## config.mk

```make
export PLATFORM = sky130hd
export DESIGN_NAME = fetch_unit
export DESIGN_NICKNAME = d
export VERILOG_FILES = /design/src/rtl/fetch_unit.sv
export SDC_FILE = /design/constraint.sdc
export NUM_CORES = 1
export LEC_CHECK = 0
export ABC_AREA = 1
export BUFFER_PORTS_ARGS = -buffer_cell sky130_fd_sc_hd__buf_4
export CAP_MARGIN = 20
export CORE_AREA = 2 2 103 105
export CTS_CLUSTER_SIZE = 14
export DETAILED_ROUTE_END_ITERATION = 10
export DIE_AREA = 0 0 105 107
export PLACE_DENSITY_LB_ADDON = 0.1
export SLEW_MARGIN = 0
export SYNTH_ARGS = -nofsm -noshare
export SYNTH_HDL_FRONTEND = slang
export SYNTH_SLANG_ARGS = --single-unit
```

## constraint.sdc

```tcl
create_clock -name clk -period 7.4 [get_ports clk]
set_clock_uncertainty 0.05 [all_clocks]
set_input_delay 0 -clock clk [delete_from_list [all_inputs] [get_ports clk]]
set_output_delay 0 -clock clk [all_outputs]
set_load 0.01 [all_outputs]
```

## src/rtl/fetch_unit.sv

```systemverilog
// fetch_unit: IF stage holding the PC, fetching over a req/ready handshake with a one-entry skid.
// Optional macro FETCH_ALIGN_CHECK_EN: a misaligned redirect raises sticky align_fault and halts.
module fetch_unit #(
    parameter logic [15:0] RESET_PC = 16'h0000,
    parameter logic [15:0] NOP_WORD = 16'h0000
) (
    input  logic        clk,
    input  logic        rst,
    input  logic        stall,
    input  logic        redirect_valid,
    input  logic [15:0] redirect_pc,
    output logic        imem_req,
    output logic [15:0] imem_addr,
    input  logic        imem_ready,
    input  logic [15:0] imem_rdata,
    output logic [15:0] instruction,
    output logic [15:0] PC_plus_two,
    output logic        valid,
    output logic        align_fault
);

    typedef enum logic [1:0] {StBoot, StFetch, StHold, StFlush} state_e;

    state_e      r_state, w_state_d;
    logic [15:0] r_pc, w_pc_d;
    logic [15:0] r_tgt_pc, w_tgt_pc_d;
    logic        r_skid_valid, w_skid_valid_d;
    logic [15:0] r_skid_instr, w_skid_instr_d;
    logic [15:0] r_skid_pc2, w_skid_pc2_d;
    logic [15:0] r_instr, w_instr_d;
    logic [15:0] r_pc2, w_pc2_d;
    logic        r_valid, w_valid_d;
    logic        r_align_fault, w_align_fault_d;

    logic [15:0] w_pc_inc;
    logic [15:0] w_redir_pc;
    logic        w_misalign;
    logic        w_outstanding;

`ifdef FETCH_ALIGN_CHECK_EN
    assign w_redir_pc = redirect_pc;
    assign w_misalign = redirect_pc[0];
`else
    assign w_redir_pc = redirect_pc & 16'hFFFE;
    assign w_misalign = 1'b0;
`endif

    assign w_pc_inc      = r_pc + 16'd2;
    // A request is in flight at the memory and must be allowed to complete
    assign w_outstanding = ((r_state == StFetch) || (r_state == StFlush)) && !imem_ready;

    always_comb begin
        w_state_d       = r_state;
        w_pc_d          = r_pc;
        w_tgt_pc_d      = r_tgt_pc;
        w_skid_valid_d  = r_skid_valid;
        w_skid_instr_d  = r_skid_instr;
        w_skid_pc2_d    = r_skid_pc2;
        w_instr_d       = r_instr;
        w_pc2_d         = r_pc2;
        w_valid_d       = r_valid;
        w_align_fault_d = r_align_fault;

        if (r_state == StBoot) begin
            w_state_d = StFetch;
        end else if (r_align_fault) begin
            w_state_d = StHold;
        end else if (redirect_valid) begin
            w_valid_d      = 1'b0;
            w_instr_d      = NOP_WORD;
            w_skid_valid_d = 1'b0;
            if (w_misalign) begin
                w_align_fault_d = 1'b1;
                w_state_d       = StHold;
            end else if (w_outstanding) begin
                w_tgt_pc_d = w_redir_pc;
                w_state_d  = StFlush;
            end else begin
                w_pc_d    = w_redir_pc;
                w_state_d = StFetch;
            end
        end else begin
            unique case (r_state)
                StFetch: begin
                    if (stall) begin
                        if (imem_ready) begin
                            w_skid_valid_d = 1'b1;
                            w_skid_instr_d = imem_rdata;
                            w_skid_pc2_d   = w_pc_inc;
                            w_pc_d         = w_pc_inc;
                            w_state_d      = StHold;
                        end
                    end else if (imem_ready) begin
                        w_instr_d = imem_rdata;
                        w_pc2_d   = w_pc_inc;
                        w_valid_d = 1'b1;
                        w_pc_d    = w_pc_inc;
                    end else begin
                        w_valid_d = 1'b0;
                    end
                end
                StHold: begin
                    if (!stall) begin
                        w_instr_d      = r_skid_instr;
                        w_pc2_d        = r_skid_pc2;
                        w_valid_d      = r_skid_valid;
                        w_skid_valid_d = 1'b0;
                        w_state_d      = StFetch;
                    end
                end
                StFlush: begin
                    if (imem_ready) begin
                        w_pc_d    = r_tgt_pc;
                        w_state_d = StFetch;
                    end
                end
                default: begin
                    w_state_d = StFetch;
                end
            endcase
        end
    end

    always_ff @(posedge clk or posedge rst) begin
        if (rst) begin
            r_state       <= StBoot;
            r_pc          <= RESET_PC;
            r_tgt_pc      <= RESET_PC;
            r_skid_valid  <= 1'b0;
            r_skid_instr  <= 16'h0000;
            r_skid_pc2    <= 16'h0000;
            r_instr       <= NOP_WORD;
            r_pc2         <= 16'h0000;
            r_valid       <= 1'b0;
            r_align_fault <= 1'b0;
        end else begin
            r_state       <= w_state_d;
            r_pc          <= w_pc_d;
            r_tgt_pc      <= w_tgt_pc_d;
            r_skid_valid  <= w_skid_valid_d;
            r_skid_instr  <= w_skid_instr_d;
            r_skid_pc2    <= w_skid_pc2_d;
            r_instr       <= w_instr_d;
            r_pc2         <= w_pc2_d;
            r_valid       <= w_valid_d;
            r_align_fault <= w_align_fault_d;
        end
    end

    assign imem_req    = (r_state == StFetch) || (r_state == StFlush);
    assign imem_addr   = r_pc;
    assign instruction = r_valid ? r_instr : NOP_WORD;
    assign PC_plus_two = r_pc2;
    assign valid       = r_valid;
    assign align_fault = r_align_fault;

endmodule

```

==> reports/qor.yml, run 1 <==
route:
  wl_per_cell_um: 13.3
  wirelength_um: 12100
  vias_per_cell: 4.95
  drc: 0
  vias: 4506
  drt_iter0_drc: 230
  ant_nets: 0
  drt-pass1-iter-count: 5
setup_path:
  critPathTopFamily: "simple AND/OR/NAND/NOR gates"
  criticalPathCategory: "reg2reg"
  worst_ep_arrival_time_ns: 2.65
  endpoint_kind: "register"
  crit_slowest_cell: "nor2_4"
  r2r_slack_ns: 4.91
  max_stage_delay_ns: 0.73
  path_cells: "nand2_2 > nor2_4 > inv_1 > nand2_1 > o21ai_0"
  startpoint_type: "register"
  path_max_fanout: 42
  cp.required_ns: 7.56
  critPathBufInv: 1
place:
  gp_congestion: 0.910
  pre_cts_ws_ns: 4.95
  numPortBuffers: 83
  dpl.hpwl_um: 8030
  place_inst: 862
sta:
  timing.final.hold_violations: 0
  slew_headroom_pct: 39.6
  rsz0062_at_grt: "false"
  fmax_mhz: 401
  fin_crit_sh_pct: 33.7
  post-route-worst-setup-slack_ns: 4.91
  final_max_slew_viol_count: 0
  setup_viol: 0
  fin_crit_ns: 2.49
  setup-tns-final_ns: 0
  tightest_slew_ns: 0.905
power:
  switching_power_uw: 589
  leakage_uw: 0.00330
  switching_share_pct: 36.1
  sequentialPowerShare_pct: 49.1
  pwr-share-comb_pct: 32.5
  ir_drop_mv: 0.121
  p_per_area_nw_per_um2: 269
  pwr-share-clk_pct: 18.4
  p_int_uw: 1040
clock_tree:
  cts.sinks: 96
  clk_pin_slew_worst_paths_ns: 0.08
  cts_setup_buffers: 0
  cts_root_buf: "clkbuf_8"
  cts_tree: "built"
  cts_made_buffers: 9
  htree_levels: 3
  clock_path_buffers: 2
  clock_latency_ns: 0.36
finish:
  final_cell_mix: "nand2_1 (259), dfrtp_1 (96), buf_4 (86)"
  n_fill_cell: 971
  nNetsFinal: 809
  drive_above_1_share_pct: 14.9
  area_growth_pct: 22.8
  num_antenna_cells: 0
  final_common_cell: "nand2_1"
  layout.cells.non_filler: 910
synth:
  synth.distinct_cells: 31
  synth_edf_count: 0
  syn_avg_cell_area_um2: 7.33
  async_flop_share_pct: 100
  synth_seq_cells: 96
  synthCells: 672
  ys_warn_count: 0
  yosysSeqAreaShare_pct: 48.8
  synth_flop_cell: "dfrtp_1"
  synth_area_um2: 4930
min_path:
  hp-class: "in2reg"
global_routing:
  grt_max_degree: 70
  grt_usage_pct: 22.2
  grt_pass1_vias: 4082
  grt_overflow_total: 0
  grt_pass1_wl_um: 19900
  antenna_found_initial: 0
floorplan:
  dieHeight_um: 107
  core_um2: 10100
  row_count: 37
  die-area_um2: 11200
  die_w_um: 105
  io_pins: 88
  start_util_pct: 48.8
job:
  cap_violations: 0
run_status:
  status: "finished clean"
-- tightest hold or removal path: stages --
cell and delay, ns:
buf_4 0.08, inv_1 0.10, nor2_1 0.18, a21oi_1 0.08
-- kinds of logic (layout without fill, tap and decap cells) --
| kind of cell | Yosys count | in the layout | share of synthesized area (%) |
|---|---|---|---|
| fa+ha+maj | 1 | 1 | 0.254 |
| flops | 96 | 96 | 48.8 |
| simple gates | 370 | 370 | 30.2 |
| buf+inv | 91 | 191 | 8.41 |
| xor+xnor | 5 | 5 | 0.889 |
| compound gates | 108 | 108 | 11.4 |
| other cells | 1 | 3 | 0.0761 |
-- metrics by stage --
| step | util (%) | power (uW) | hold slack [ns] | instance area, um2 |
|---|---|---|---|---|
| after global routing | 59.9 | 1750 | 0.122 | 6050 |
| after detailed placement | 55.0 | 1320 | -0.0421 | 5560 |
| final | 59.9 | 1630 | 0.0782 | 6050 |
| after global placement | 55.0 | 1310 | -0.0424 | 5560 |
| after floorplan | - | 1110 | 0.0666 | 4930 |
| after CTS | 59.9 | 1640 | 0.0614 | 6050 |
-- cell usage after synthesis, types with 2 or more instances --
library cell,count,area share (%)
buf_6,4,0.91
inv_1,54,4.1
nand3_1,20,2.0
xnor2_1,2,0.36
xor2_1,3,0.53
nor2_1,73,5.6
o31ai_1,2,0.30
o22ai_1,3,0.38
buf_2,17,1.7
clkbuf_1,6,0.46
dfrtp_1,96,49
o21ai_0,68,6.9
o21ai_1,8,0.81
nand2_1,259,20
nor2_2,5,0.63
or2_2,2,0.25
clkbuf_2,2,0.20
buf_4,5,0.76
nand4_1,6,0.76
inv_2,3,0.23
a31oi_1,2,0.25
nor2_4,2,0.46
a21oi_1,22,2.2
-- power groups by stage --
stage	clock [uW]	combinational [uW]	sequential [uW]
after CTS	307	533	797
final	300	530	799
after detailed placement	0	516	807
after global routing	329	601	817
after floorplan	0	303	805
after global placement	0	505	801
-- area by class of cell --
type	count	area, um2	area share (%)
Sequential cell	96	2400	39.7
Tap cell	136	170	2.81
Inverter	57	216	3.58
Multi-Input combinational cell	487	2120	35.1
Clock buffer	13	149	2.46
Clock inverter	1	5.00	0.0827
Timing Repair Buffer	120	986	16.3
-- flip-flops by register name, summed over array words and instances (netlist names) --
| name | count |
|---|---|
| r_skid_valid | 1 |
| PC_plus_two | 15 |
| r_tgt_pc | 15 |
| r_state | 2 |
| r_instr | 16 |
| r_skid_instr | 16 |
| valid | 1 |
| r_skid_pc2 | 15 |
| imem_addr | 15 |
-- worst paths after layout --
check / startpoint / endpoint / depth (start not counted)
min: stall / r_state[0]$_DFFE_PP0P_ / 4
max in group asynchronous: rst / imem_addr[5]$_DFFE_PP0P_ / 4
min reg2reg: r_skid_valid$_DFFE_PP0P_ / r_skid_valid$_DFFE_PP0P_ / 2
min in group asynchronous: rst / imem_addr[10]$_DFFE_PP0P_ / 3
max: r_state[0]$_DFFE_PP0P_ / r_skid_pc2[9]$_DFFE_PP0P_ / 5
max reg2reg: r_state[0]$_DFFE_PP0P_ / r_skid_pc2[9]$_DFFE_PP0P_ / 5
-- timing repair --
| item | CTS | global route |
|---|---|---|
| hold buffers | 34 | 0 |
| endpoints found under the hold margin | 76 | 0 |
| resized for setup | 0 | 0 |
-- per-layer routing --
metal  track usage (%)  wire [um]  vias to the layer above
met3              2.74        483                        9
met4              7.90        156                        0
li1                  -          -                     2290
met5                 0          0                        -
met1              32.6       6080                     2099
met2              33.9       5410                      108
Note: power is estimated with default switching activity, not from simulation.
==> inputs of run 2 (changes only) <==
==> constraint.sdc (replaced) <==
create_clock -name clk -period 2.4 [get_ports clk]
set_clock_uncertainty 0.05 [all_clocks]
set_input_delay 0 -clock clk [delete_from_list [all_inputs] [get_ports clk]]
set_output_delay 0 -clock clk [all_outputs]
set_load 0.01 [all_outputs]
==> run 2 against run 1 <==
  * Register-to-register slack got worse by 4.3 ns
  * Utilization rose by 1.3 points
  * Total power rose to 3.3 times the previous value
  * Global-route usage rose by 0.46 points
  * Worst setup slack got worse by 4.4 ns
  * Routed wire length fell by 0.72%
  * Cell area rose by 2.1%
  * Sequential share of layout area fell by 0.82 points
  * First-iteration DRC count rose by 80%
  * Clock power rose to 4.0 times the previous value
  * Final cell count rose by 0.77%
==> reports/qor.yml, run 2 (synthesis gave the netlist of run 1 again) <==
run_status:
  status: "finished clean"
global_routing:
  grt_max_degree: 45
  grt_pass1_wl_um: 20400
  grt_overflow_total: 0
  grt_pass1_vias: 4219
  grt_usage_pct: 22.6
  antenna_found_initial: 0
floorplan:
  dieHeight_um: 107
  start_util_pct: 48.8
  row_count: 37
  die_w_um: 105
  core_um2: 10100
  io_pins: 88
  die-area_um2: 11200
place:
  numPortBuffers: 83
  dpl.hpwl_um: 8160
  pre_cts_ws_ns: 0.597
  gp_congestion: 0.898
power:
  p_int_uw: 3460
  switching_power_uw: 1850
  p_per_area_nw_per_um2: 860
  sequentialPowerShare_pct: 46.3
  ir_drop_mv: 0.355
  switching_share_pct: 34.8
  power_uw: 5310
  leakage_uw: 0.00336
  pwr-share-comb_pct: 31.0
  pwr-share-clk_pct: 22.7
sta:
  slew_headroom_pct: 37.1
  fin_crit_ns: 1.92
  tightest_slew_ns: 0.942
  setup_viol: 0
  fmax_mhz: 522
  final_max_slew_viol_count: 0
  hold_ws_ns: 0.106
  timing.final.hold_violations: 0
  post-route-worst-setup-slack_ns: 0.484
  setup-tns-final_ns: 0
  fin_crit_sh_pct: 79.8
  rsz0062_at_grt: "false"
setup_path:
  max_stage_delay_ns: 0.53
  worst_ep_arrival_time_ns: 2.15
  path_max_fanout: 28
  endpoint_kind: "register"
  criticalPathCategory: "in2reg"
  startpoint_type: "input port"
  crit_slowest_cell: "dlygate4sd3_1"
  critPathBufInv: 5
  cp.required_ns: 2.64
  path_common_cell: "inv_2"
  path_cells: "dlygate4sd3_1 > buf_4 > inv_2 > nand2_1 > inv_2 > nand3_4 > inv_1 > nor2_1 > a21oi_1"
  critPathTopFamily: "buffers and inverters"
finish:
  num_antenna_cells: 0
  nNetsFinal: 814
  final_util_pct: 61.2
  largestRegisters: "r_instr (16), r_skid_instr (16)"
  final_common_cell: "nand2_1"
  n_fill_cell: 965
  final_cell_mix: "nand2_1 (259), dfrtp_1 (96), buf_4 (90)"
  drive_above_1_share_pct: 16.0
  area_growth_pct: 25.4
min_path:
  hp-class: "in2reg"
route:
  drt-pass1-iter-count: 5
  vias: 4506
  drc: 0
  vias_per_cell: 4.91
  wirelength_um: 12000
  drt_iter0_drc: 414
  ant_nets: 0
  wl_per_cell_um: 13.1
job:
  cap_violations: 0
clock_tree:
  clock_path_buffers: 2
  cts_tree: "built"
  cts.sinks: 96
  cts_root_buf: "clkbuf_8"
  clock_latency_ns: 0.36
  htree_levels: 3
  clk_pin_slew_worst_paths_ns: 0.09
  cts_made_buffers: 9
==> run 2: cell count changes in the layout (fill, tap and decap cells not counted), sizes merged <==
cell and change:
clkinv +2, clkbuf -2, inv -1, buf +5
clkinvlp +1, bufinv +2
==> run 2: power groups by stage <==
stage	combinational (uW)	clock (uW)	sequential (uW)
6_report	1640	1210	2460
3_5_place_dp	1610	0	2490
2_1_floorplan	935	0	2480
3_3_place_gp	1570	0	2470
5_1_grt	1870	1290	2530
4_1_cts	1660	1240	2460
==> run 2: path summary, 6_finish.rpt <==
path                       cells past startpoint  slack (ns)                    endpoint                     start
max                                            9        0.48  PC_plus_two[5]$_DFFE_PP0P_            redirect_valid
min                                            4        0.11      r_state[0]$_DFFE_PP0P_                     stall
max reg2reg                                    7        0.58  PC_plus_two[5]$_DFFE_PP0P_    r_state[0]$_DFFE_PP0P_
min reg2reg                                    2        0.42    r_skid_valid$_DFFE_PP0P_  r_skid_valid$_DFFE_PP0P_
max in group asynchronous                      4        1.23    r_tgt_pc[14]$_DFFE_PP0P_                       rst
min in group asynchronous                      3        0.34  PC_plus_two[8]$_DFFE_PP0P_                       rst
==> run 2: what timing repair did <==
action                    4_1_cts  5_1_grt
hold buffers                   34        0
gates resized for setup         0        0
buffers inserted                0        0
hold endpoints to repair       97        0
==> run 2: per-stage QoR <==
step | instances | area (um2)
after floorplan | 674 | 4940
after global placement | 867 | 5610
after detailed placement | 867 | 5610
after CTS | 917 | 6180
after global routing | 917 | 6180
final | 917 | 6180
==> run 2: tightest hold or removal path, cell delays in order <==
cell and delay (ns):
buf_4 0.08, inv_1 0.09, nor2_1 0.20, a21oi_1 0.09
==> run 2: final cells by class <==
type / count / area, um2 / share of cell area, %
clock inverters: 5 / 78.8 / 1.28
repair buffers: 125 / 1040 / 16.8
flip-flops and latches: 96 / 2400 / 38.9
inverters: 57 / 218 / 3.52
well taps: 136 / 170 / 2.75
multi-input cells: 487 / 2120 / 34.3
clock buffers: 11 / 151 / 2.45
==> run 2: per-layer routing <==
| layer | global-route usage, % | vias to the layer above | wire [um] |
|---|---|---|---|
| met2 | 34.6 | 117 | 5320 |
| met1 | 32.9 | 2064 | 5990 |
| li1 | - | 2306 | - |
| met5 | 0 | - | 0 |
| met4 | 7.81 | 0 | 215 |
| met3 | 3.47 | 19 | 513 |
==> inputs of run 3 (changes only) <==
==> constraint.sdc (replaced) <==
create_clock -name clk -period 1.72 [get_ports clk]
set_clock_uncertainty 0.05 [all_clocks]
set_input_delay 0 -clock clk [delete_from_list [all_inputs] [get_ports clk]]
set_output_delay 0 -clock clk [all_outputs]
set_load 0.01 [all_outputs]
==> run 3 against run 2 <==
  * Count of clock-buffer cells in the layout decreased by 2
  * Sequential share of layout area is 0.73 points lower
  * Total power rose by 41%
  * First-iteration DRC count decreased by 36%
  * Critical path depth decreased by 2
  * Flip-flop and latch count stayed put
  * Largest cell class unchanged
  * Routed wire length is 3.1% higher
  * Die area unchanged
  * Non-clock buffer count grew 13
  * Worst setup slack got worse by 0.38 ns
==> reports/qor.yml, run 3 (synthesis gave the netlist of run 1 again) <==
run_status:
  status: "finished clean"
sta:
  rsz0062_at_grt: "true"
  fin_crit_sh_pct: 94.1
  fmax_mhz: 618
  fin_crit_ns: 1.62
  tightest_slew_ns: 0.576
  final_max_slew_viol_count: 0
  setup-tns-final_ns: 0
  timing.final.hold_violations: 0
  setup_viol: 0
  slew_headroom_pct: 61.6
route:
  drc: 0
  drt-pass1-iter-count: 5
  vias: 4631
  wirelength_um: 12400
  drt_iter0_drc: 266
  wl_per_cell_um: 13.3
  ant_nets: 0
  vias_per_cell: 4.97
setup_path:
  worst_ep_arrival_time_ns: 1.83
  startpoint_type: "register"
  path_max_fanout: 5
  cp.required_ns: 1.93
  endpoint_kind: "register"
  criticalPathCategory: "reg2reg"
floorplan:
  core_um2: 10100
  io_pins: 88
  start_util_pct: 48.8
  die-area_um2: 11200
  row_count: 37
  dieHeight_um: 107
  die_w_um: 105
clock_tree:
  clk_pin_slew_worst_paths_ns: 0.10
  clock_path_buffers: 2
  cts_root_buf: "clkbuf_8"
  cts_made_buffers: 9
  htree_levels: 3
  clock_latency_ns: 0.36
  cts_tree: "built"
  cts.sinks: 96
global_routing:
  grt_pass1_wl_um: 20600
  antenna_found_initial: 0
  grt_pass1_vias: 4351
  grt_overflow_total: 0
  grt_usage_pct: 22.8
  grt_max_degree: 97
finish:
  final_cell_area_um2: 6300
  largestRegisters: "r_instr (16), r_skid_instr (16)"
  final_cell_mix: "nand2_1 (259), buf_4 (102), dfrtp_1 (95)"
  final_util_pct: 62.4
  num_antenna_cells: 0
  layout.cells.non_filler: 931
  area_growth_pct: 27.8
  nNetsFinal: 828
  n_fill_cell: 915
  final_common_cell: "nand2_1"
  drive_above_1_share_pct: 17.9
place:
  gp_congestion: 0.914
  place_inst: 880
  numPortBuffers: 83
  dpl.hpwl_um: 8260
  placed_area_um2: 5720
power:
  power_uw: 7470
  pwr-share-comb_pct: 32.2
  switching_power_uw: 2640
  p_per_area_nw_per_um2: 1190
  sequentialPowerShare_pct: 45.9
  ir_drop_mv: 0.549
  pwr-share-clk_pct: 21.9
  switching_share_pct: 35.4
  leakage_uw: 0.00342
  p_int_uw: 4830
job:
  cap_violations: 0
min_path:
  hp-class: "in2reg"
## run 3: cell count changes in the layout (fill, tap and decap cells not counted), moves of 2 or more
cell	before	now
buf_4	90	102
buf_12	1	3
clkbuf_8	11	9
clkinvlp_4	1	3
## run 3: path summary, 6_finish.rpt
path / startpoint / to / slack [ns] / cells after the start
max: imem_addr[5]$_DFFE_PP0P_ / imem_addr[8]$_DFFE_PP0P_ / 0.10 / 7
min: imem_ready / valid$_DFFE_PP0P_ / 0.05 / 5
max reg2reg: imem_addr[5]$_DFFE_PP0P_ / imem_addr[8]$_DFFE_PP0P_ / 0.10 / 7
min reg2reg: r_tgt_pc[15]$_DFFE_PP0P_ / r_tgt_pc[15]$_DFFE_PP0P_ / 0.43 / 2
max in group asynchronous: rst / r_state[0]$_DFFE_PP0P_ / 0.93 / 4
min in group asynchronous: rst / PC_plus_two[8]$_DFFE_PP0P_ / 0.28 / 4
## run 3: cell type report
class	instances	area (um2)	share of cell area, %
clock buffer	9	124	1.97
clock inverter	7	93.8	1.49
inverter	57	218	3.46
multi-input combinational	488	2130	33.9
sequential	96	2400	38.2
tap	136	170	2.70
timing repair buffer	138	1160	18.4
## run 3: power by group through the flow
| stage | Clock, uW | Combinational [uW] | Sequential, uW |
|---|---|---|---|
| 2_1_floorplan | 0 | 1300 | 3460 |
| 3_3_place_gp | 0 | 2270 | 3440 |
| 3_5_place_dp | 0 | 2310 | 3470 |
| 4_1_cts | 1680 | 2390 | 3430 |
| 5_1_grt | 1770 | 2730 | 3520 |
| 6_report | 1630 | 2400 | 3430 |
## run 3: timing repair
| item | CTS | global route |
|---|---|---|
| setup endpoints to repair | 0 | 29 |
| buffers inserted | 0 | 1 |
| endpoints found under the hold margin | 149 | 0 |
| hold buffers | 33 | 0 |
| resized for setup | 0 | 2 |
## run 3: metrics by stage
| step | hold WS (ns) | setup slack, ns |
|---|---|---|
| after floorplan | 0.0666 | 0.163 |
| after global placement | 0.145 | 0.114 |
| after detailed placement | 0.147 | 0.121 |
| after CTS | 0.0338 | 0.0688 |
| after global routing | 0.0639 | -0.00808 |
| final | 0.0450 | 0.102 |
## run 3: critical path: stages, from the launching register on
cell     delay [ns]
dfrtp_1        0.45
nand2_1        0.11
nor2_1         0.29
nand2_1        0.11
xor2_1         0.29
nand2_1        0.10
nand2_1        0.07
nand2_1        0.04
## run 3: routing by layer
layer / track usage [%] / wire, um
met5: 0 / 0
met4: 7.33 / 160
met3: 4.07 / 745
met2: 35.1 / 5720
met1: 32.9 / 5800
